===== config.mk =====
export PLATFORM = sky130hd
export DESIGN_NAME = halflife_sequencer
export DESIGN_NICKNAME = d
export VERILOG_FILES = /design/src/rtl/halflife_sequencer.sv
export SDC_FILE = /design/constraint.sdc
export NUM_CORES = 1
export LEC_CHECK = 0
export CORE_ASPECT_RATIO = 2
export CORE_UTILIZATION = 50
export CTS_CLUSTER_SIZE = 25
export DETAILED_ROUTE_END_ITERATION = 12
export PLACE_DENSITY = 0.78
export SLEW_MARGIN = 20
export SYNTH_ARGS = -nofsm -noshare
export SYNTH_HDL_FRONTEND = slang
export SYNTH_SLANG_ARGS = --single-unit

===== constraint.sdc =====
create_clock -name clk -period 5.85 [get_ports clk]
set_clock_uncertainty 0.05 [all_clocks]
set_input_delay 1.17 -clock clk [delete_from_list [all_inputs] [get_ports clk]]
set_output_delay 1.17 -clock clk [all_outputs]
set_load 0.05 [all_outputs]

===== src/rtl/halflife_sequencer.sv =====
// Automatic half-life decay sequencer: loads the up/down/load counter, waits one
// half-life period, then halves the counter value with down pulses until it reaches zero.
module halflife_sequencer #(
  parameter int PRESCALE = 1,
  parameter int PER_W    = 8
) (
  input  logic             clk,
  input  logic             rst,
  input  logic             start,
  input  logic             abort,
  input  logic [3:0]       init_val,
  input  logic [PER_W-1:0] period,
  input  logic [3:0]       cnt_val,
  output logic             ctr_load,
  output logic             ctr_up,
  output logic             ctr_down,
  output logic [3:0]       ctr_in,
  output logic             busy,
  output logic             done,
  output logic [3:0]       halflives
);

  // state    | meaning
  // ST_IDLE  | waiting for start, no strobes
  // ST_LOAD  | one-cycle load strobe with latched init value
  // ST_SETTLE| counter output settles; zero ends the sequence
  // ST_WAIT  | counting one half-life period in prescaled ticks
  // ST_CALC  | compute the down-pulse count for this halving
  // ST_DECAY | issue the down pulses
  // ST_DONE  | one-cycle done pulse
  typedef enum logic [2:0] {
    ST_IDLE, ST_LOAD, ST_SETTLE, ST_WAIT, ST_CALC, ST_DECAY, ST_DONE
  } state_t;

  localparam logic [7:0] PS_LAST = 8'(PRESCALE - 1);

  state_t           state, state_nxt;
  logic [3:0]       init_q;
  logic [PER_W-1:0] period_q;
  logic [7:0]       presc;
  logic [PER_W-1:0] per_cnt;
  logic [PER_W-1:0] per_cnt_nxt;
  logic [3:0]       pending;
  logic [3:0]       halflives_q;
  logic             tick;
  logic             period_hit;

  always_comb begin
    tick        = (presc == PS_LAST);
    per_cnt_nxt = per_cnt + 1'b1;
    period_hit  = tick && (per_cnt_nxt == period_q);
  end

  always_comb begin
    state_nxt = state;
    if (abort && state != ST_IDLE) begin
      state_nxt = ST_IDLE;
    end else begin
      case (state)
        ST_IDLE:   if (start && !abort) state_nxt = ST_LOAD;
        ST_LOAD:   state_nxt = ST_SETTLE;
        ST_SETTLE: state_nxt = (cnt_val == 4'd0) ? ST_DONE : ST_WAIT;
        ST_WAIT:   if (period_hit) state_nxt = ST_CALC;
        ST_CALC:   state_nxt = ST_DECAY;
        // pending of 0 would only arise from a counter fault; treat it as the last pulse
        ST_DECAY:  if (pending <= 4'd1) state_nxt = ST_SETTLE;
        ST_DONE:   state_nxt = ST_IDLE;
        default:   state_nxt = ST_IDLE;
      endcase
    end
  end

  always_ff @(posedge clk) begin
    if (rst) begin
      state       <= ST_IDLE;
      init_q      <= '0;
      period_q    <= '0;
      presc       <= '0;
      per_cnt     <= '0;
      pending     <= '0;
      halflives_q <= '0;
    end else begin
      state <= state_nxt;
      if (!abort) begin
        case (state)
          ST_IDLE: begin
            if (start) begin
              init_q      <= init_val;
              period_q    <= (period == '0) ? PER_W'(1) : period;
              halflives_q <= '0;
            end
          end
          ST_SETTLE: begin
            presc   <= '0;
            per_cnt <= '0;
          end
          ST_WAIT: begin
            if (tick) begin
              presc   <= '0;
              per_cnt <= per_cnt_nxt;
            end else begin
              presc <= presc + 8'd1;
            end
          end
          ST_CALC: begin
            pending <= (cnt_val == 4'd1) ? 4'd1 : {1'b0, cnt_val[3:1]};
            if (halflives_q != 4'd15) halflives_q <= halflives_q + 4'd1;
          end
          ST_DECAY: pending <= pending - 4'd1;
          default: ;
        endcase
      end
    end
  end

  always_comb begin
    ctr_load  = (state == ST_LOAD);
    ctr_up    = 1'b0;
    ctr_down  = (state == ST_DECAY);
    ctr_in    = (state == ST_LOAD) ? init_q : 4'd0;
    busy      = (state != ST_IDLE);
    done      = (state == ST_DONE);
    halflives = halflives_q;
  end

endmodule


-- Yosys cells after proc, flatten, opt, wreduce, memory -nomap -nowiden
Index checks and enable logic that the tools add are counted.
- register bits after elaboration: 39
- bits of input ports: 20
- $add $sub $neg: 4
- equal/unequal tests: 15
- bitwise operators: 1
- reduce and logical (&&, ||, !) cells: 19
- order comparisons: 1
- multiplexer cells: 16
- operators with widths (cell ; number):
    case mux 8 bit (2 select lines) ; 2
    two-way mux 8 bit ; 3
    case mux 3 bit (6 select lines) ; 1
    adder 8 x 1 -> 8 bit (second input constant) ; 2
    zero test 8 bit ; 2
    case mux 4 bit (2 select lines) ; 2
    two-way mux 3 bit ; 5
    two-way mux 4 bit ; 3
    != test 2 bit (second input constant) ; 5
    == test 3 bit (second input constant) ; 3
    AND reduction 3 bit ; 3
    == test 8 bit ; 1
    == test 3 x 2 -> 1 bit (second input constant) ; 2
    nonzero test 2 bit ; 3
    adder 4 x 1 -> 4 bit (second input constant) ; 1
    == test 4 x 1 -> 1 bit (second input constant) ; 1
    less-or-equal comparator 4 x 1 -> 1 bit (second input constant) ; 1
    zero test 4 bit ; 1
    != test 4 bit (second input constant) ; 1
    AND reduction 2 bit ; 2
    AND reduction 4 bit ; 1
    subtractor 4 x 1 -> 4 bit (second input constant) ; 1
    == test 3 x 1 -> 1 bit (second input constant) ; 1
    logical AND 1 bit ; 3
    other kinds (6) ; 6

-- Depth between registers and ports, before layout
- depth in word-level cells: 5
- gate-level depth with buffers: 9

-- Worst setup path after synthesis
OpenSTA, ideal clock, no wires.
- path type: register -> output
- from: reg state[2]
- to: out ctr_in[0]
- stages on the path, launching flop included: 5
- path buffers: 2
- data arrival time: 2447 ps
- required time: 4630 ps
- path slack: 2183 ps
- cells stage by stage: dfxtp_1 clkbuf_1 clkbuf_1 nor3_1 and2_1
- word-level cells in the longest chain between the ends: 2
- RTL lines (item ; line ; RTL):
    from (decl) ; 37 ; state_t state, state_nxt;
    from (signal assigned) ; 83 ; state <= state_nxt;
    == test 3 x 1 -> 1 bit ; -- ;
    via ctr_load ; 14 ; output logic ctr_load,
    two-way mux 4 bit ; 120 ; ctr_in = (state == ST_LOAD) ? init_q : 4'd0;
    to (decl) ; 17 ; output logic [3:0] ctr_in,
The timed path passes the listed nets, and every way through them passes these cells.

-- Final worst setup path
- from: reg state[0]
- to: out ctr_down
- word-level cells in the longest chain between the ends: 1
- RTL lines (item ; line ; RTL):
    == test 3 bit ; 119 ; ctr_down = (state == ST_DECAY);
    to (decl) ; 16 ; output logic ctr_down,
Every way passes these cells.

==> reports/qor.csv <==
stage,metric,value,unit
floorplanning,std_cell_rows,33,
clock_network,clk_slew_on_worst_s_h_paths,0.07,ns
synthesis,simple_gate_area_share_of_the_yosys_netlist,0.3083,
sta,finalCritPeriodShare,0.6787,
route,totalWireLength,4994,um
sta,setup_viol,0,
synthesis,synth-seq-area-share,0.3549,
synthesis,xor_and_xnor_fraction_of_the_mapped_netlist_area,0.03584,
setup_path,path_class,flop to output port,
place,dp_hpwl,3675,um
global_routing,global_route.overflow_total,0,
route,drt-pass1-iter-count,4,
synthesis,netlist.top_cell.by_area,dfxtp_1,
cells_and_area,finish.utilization,0.6256,
job,cap_violations,0,
cells_and_area,area.growth.synth_to_final,18.60,%
route,post_drt_wl_per_cell,13.76,um
global_routing,grt.total_usage,0.2270,
synthesis,synth_area_in_compound_gates,0.2076,
setup_path,worst-endpoint-required,4.63,ns
worst_hold_path,worst_hold_path_type,flop to flop,
setup_path,worst-endpoint-arrival,2.75,ns
synthesis,dominant_synthesized_flop_cell,dfxtp_1,
sta,timing.slew.headroom,0.3931,
synthesis,synth.top_cell.area_share,0.3549,
run_status,run_status,"finished, final reports clean",
floorplanning,die-height,95.80,um
pwr,seq_power_share,0.530,
sta,rsz_0062_raised_after_global_routing,no,
global_routing,antenna_found_initial,0,
pwr,p_sw,0.1359,mW
sta,timing.setup.tns,0,ns
sta,hold_slack,0.4004,ns
route,route.vias.total,2077,
synthesis,synth_enable_flop_cells,0,
clock_network,clock_tree.root_cell,clkbuf_8,
floorplanning,num_io_pins,33,
clock_network,cts_htree_levels,2,
pwr,clock_power_share,0.341,
cells_and_area,final_nets,337,
clock_network,clk_path_buf_depth,2,
synthesis,synth_warnings,0,
place,gp_congestion,0.8587,
floorplanning,initial_utilization,0.5275,
synthesis,synth.mux.area_fraction,0.01422,
synthesis,synthCells,286,
synthesis,synth_top_cells_by_area,"dfxtp_1, a21oi_1, nand2_1",
pwr,intPower,0.3948,mW
clock_network,clock_insertion_delay_worst_skew,0.29,ns
synthesis,avgSynthCellArea,7.691,sq um
cells_and_area,top_library_cells_by_usage_in_the_layout_fill_and_taps_aside,"nand2_1, dfxtp_1, a21oi_1",
synthesis,synthesis.area,2200,sq um
pwr,p_sw_frac,0.2560,
clock_network,clock_sink_count,39,
clock_network,ctsHoldBuffers,0,
clock_network,clock_tree_from_tritoncts,done,
global_routing,pin_count_of_the_biggest_net_entering_global_routing,38,
pwr,leakagePower,0.9017,nW
pwr,share_of_power_burned_in_combinational_logic,0.128,
setup_path,cp_capture_type,output port,
cells_and_area,antenna_cells_inserted,0,
global_routing,grt_first_pass_wirelength,8349,um
clock_network,cts_resized,0,
synthesis,ys_types,51,
synthesis,yosys.area_share.adder,0.03413,
floorplanning,fp.dieArea,4685,sq um
cells_and_area,drive_above_1_share,0.05466,
synthesis,synth.net_count,312,
route,vias_per_cell,5.722,
synthesis,yosys_register_bits,39,
floorplanning,coreArea,4170,sq um
synthesis,asr_flop_ratio_synth,0,
route,final_antenna_net_count,0,
floorplanning,dieWidth,48.90,um
clock_network,cts_buffers,5,
global_routing,via_count_of_the_first_global_routing_pass,1944,
synthesis,dominant_combinational_cell_family_by_area_after_synthesis,simple AND/OR/NAND/NOR gates,
sta,timing_max_transition_violations_final,0,
clock_network,postCtsSetupBuffers,0,
sta,worstMarginPinSlew,0.9083,ns
route,detailedRoute.firstIterationViolations,35,
pwr,ir_worst_vdd,179.7,uV
sta,max_freq,0.2519,GHz
setup_path,worst_setup_path_start_kind,flop,
setup_path,crit_fanout,20,
place,port-buffer-count,31,
sta,finalCriticalPeriod,3.970,ns
route,drc,0,
sta,finalHoldViolCount,0,
pwr,power_density,203.4,nW/um^2
[per-layer routing]
| layer | global-route usage | vias to the layer above | part of all wire |
|---|---|---|---|
| met5 | 0 | - | 0 |
| met4 | 0.1005 | 0 | 0.018 |
| met3 | 0.03791 | 11 | 0.022 |
| met2 | 0.4514 | 30 | 0.57 |
| met1 | 0.2237 | 976 | 0.39 |
| li1 | - | 1060 | - |
[critical path: stages (launching register included)]
cell	delay, ns
dfxtp_1	0.75
inv_1	0.25
nor3b_1	0.55
clkdlybuf4s50_1	0.91
[state kept, by name, summed over array words and instances (netlist names)]
register	cells
init_q	4
presc	8
pending	4
per_cnt	8
halflives	4
period_q	8
state	3
[worst paths after layout]
kind	start	slack, ns	to	cells after the start
setup / recovery	state[0]	1.88	ctr_down	3
hold / removal	init_q[1]	0.40	init_q[1]	2
setup reg to reg	presc[0]	3.36	per_cnt[2]	8
hold reg to reg	init_q[1]	0.40	init_q[1]	2
[power by group through the flow]
| stage | Combinational (mW) | Clock (mW) | Sequential, mW |
|---|---|---|---|
| after global placement | 0.0673 | 0 | 0.287 |
| after global routing | 0.0746 | 0.197 | 0.283 |
| after floorplan | 0.0466 | 0 | 0.282 |
| final | 0.0680 | 0.181 | 0.281 |
| after detailed placement | 0.0676 | 0 | 0.287 |
| after CTS | 0.0681 | 0.184 | 0.281 |
[layout make-up]
class	instances	area, sq um
clock buffer	6	82.58
clock inverter	1	5.005
fill	376	1562
inverter	7	26.28
multi-input combinational	225	1324
sequential	39	780.7
tap	52	65.06
timing repair buffer	33	325.3
[Yosys cell counts (2+ instances only)]
cell type  count
dfxtp_1       39
o211ai_1       3
xnor2_1        6
or3_1          3
and2_1         8
nand2_1       39
ha_1           6
xor2_1         3
o21ai_0       16
o221ai_1       2
mux2i_1        2
inv_1          7
nor3b_1        8
a21oi_1       33
o41ai_1        2
nor3_1        11
nor2_1        28
nand2b_1       2
nor2b_1        4
a22oi_1        3
nand3b_1       4
o31ai_1        2
o22ai_1        3
clkbuf_1      12
and4_1         2
nand3_1        9
and3_1         3
a31oi_1        2
nand4_1        2
[metrics by stage]
step	setup WS [ns]	area, sq um	total power [mW]	instances
floorplan	2.183	2200	0.3286	286
global placement	2.344	2521	0.3546	356
detailed placement	2.276	2521	0.3551	356
CTS	1.934	2609	0.5333	363
global route	1.766	2609	0.5540	363
finish	1.880	2609	0.5307	363
[cells by family (layout without fill, tap and decap cells)]
kind of cell | Yosys count | in the layout
other | 1 | 1
adder cells (fa/ha/maj) | 6 | 6
flip-flops | 39 | 39
AO/OA/AOI/OAI | 74 | 74
XOR/XNOR | 9 | 9
multiplexers | 3 | 3
buffers and inverters | 22 | 47
AND/OR/NAND/NOR | 132 | 132
(Power assumes the default switching activity.)
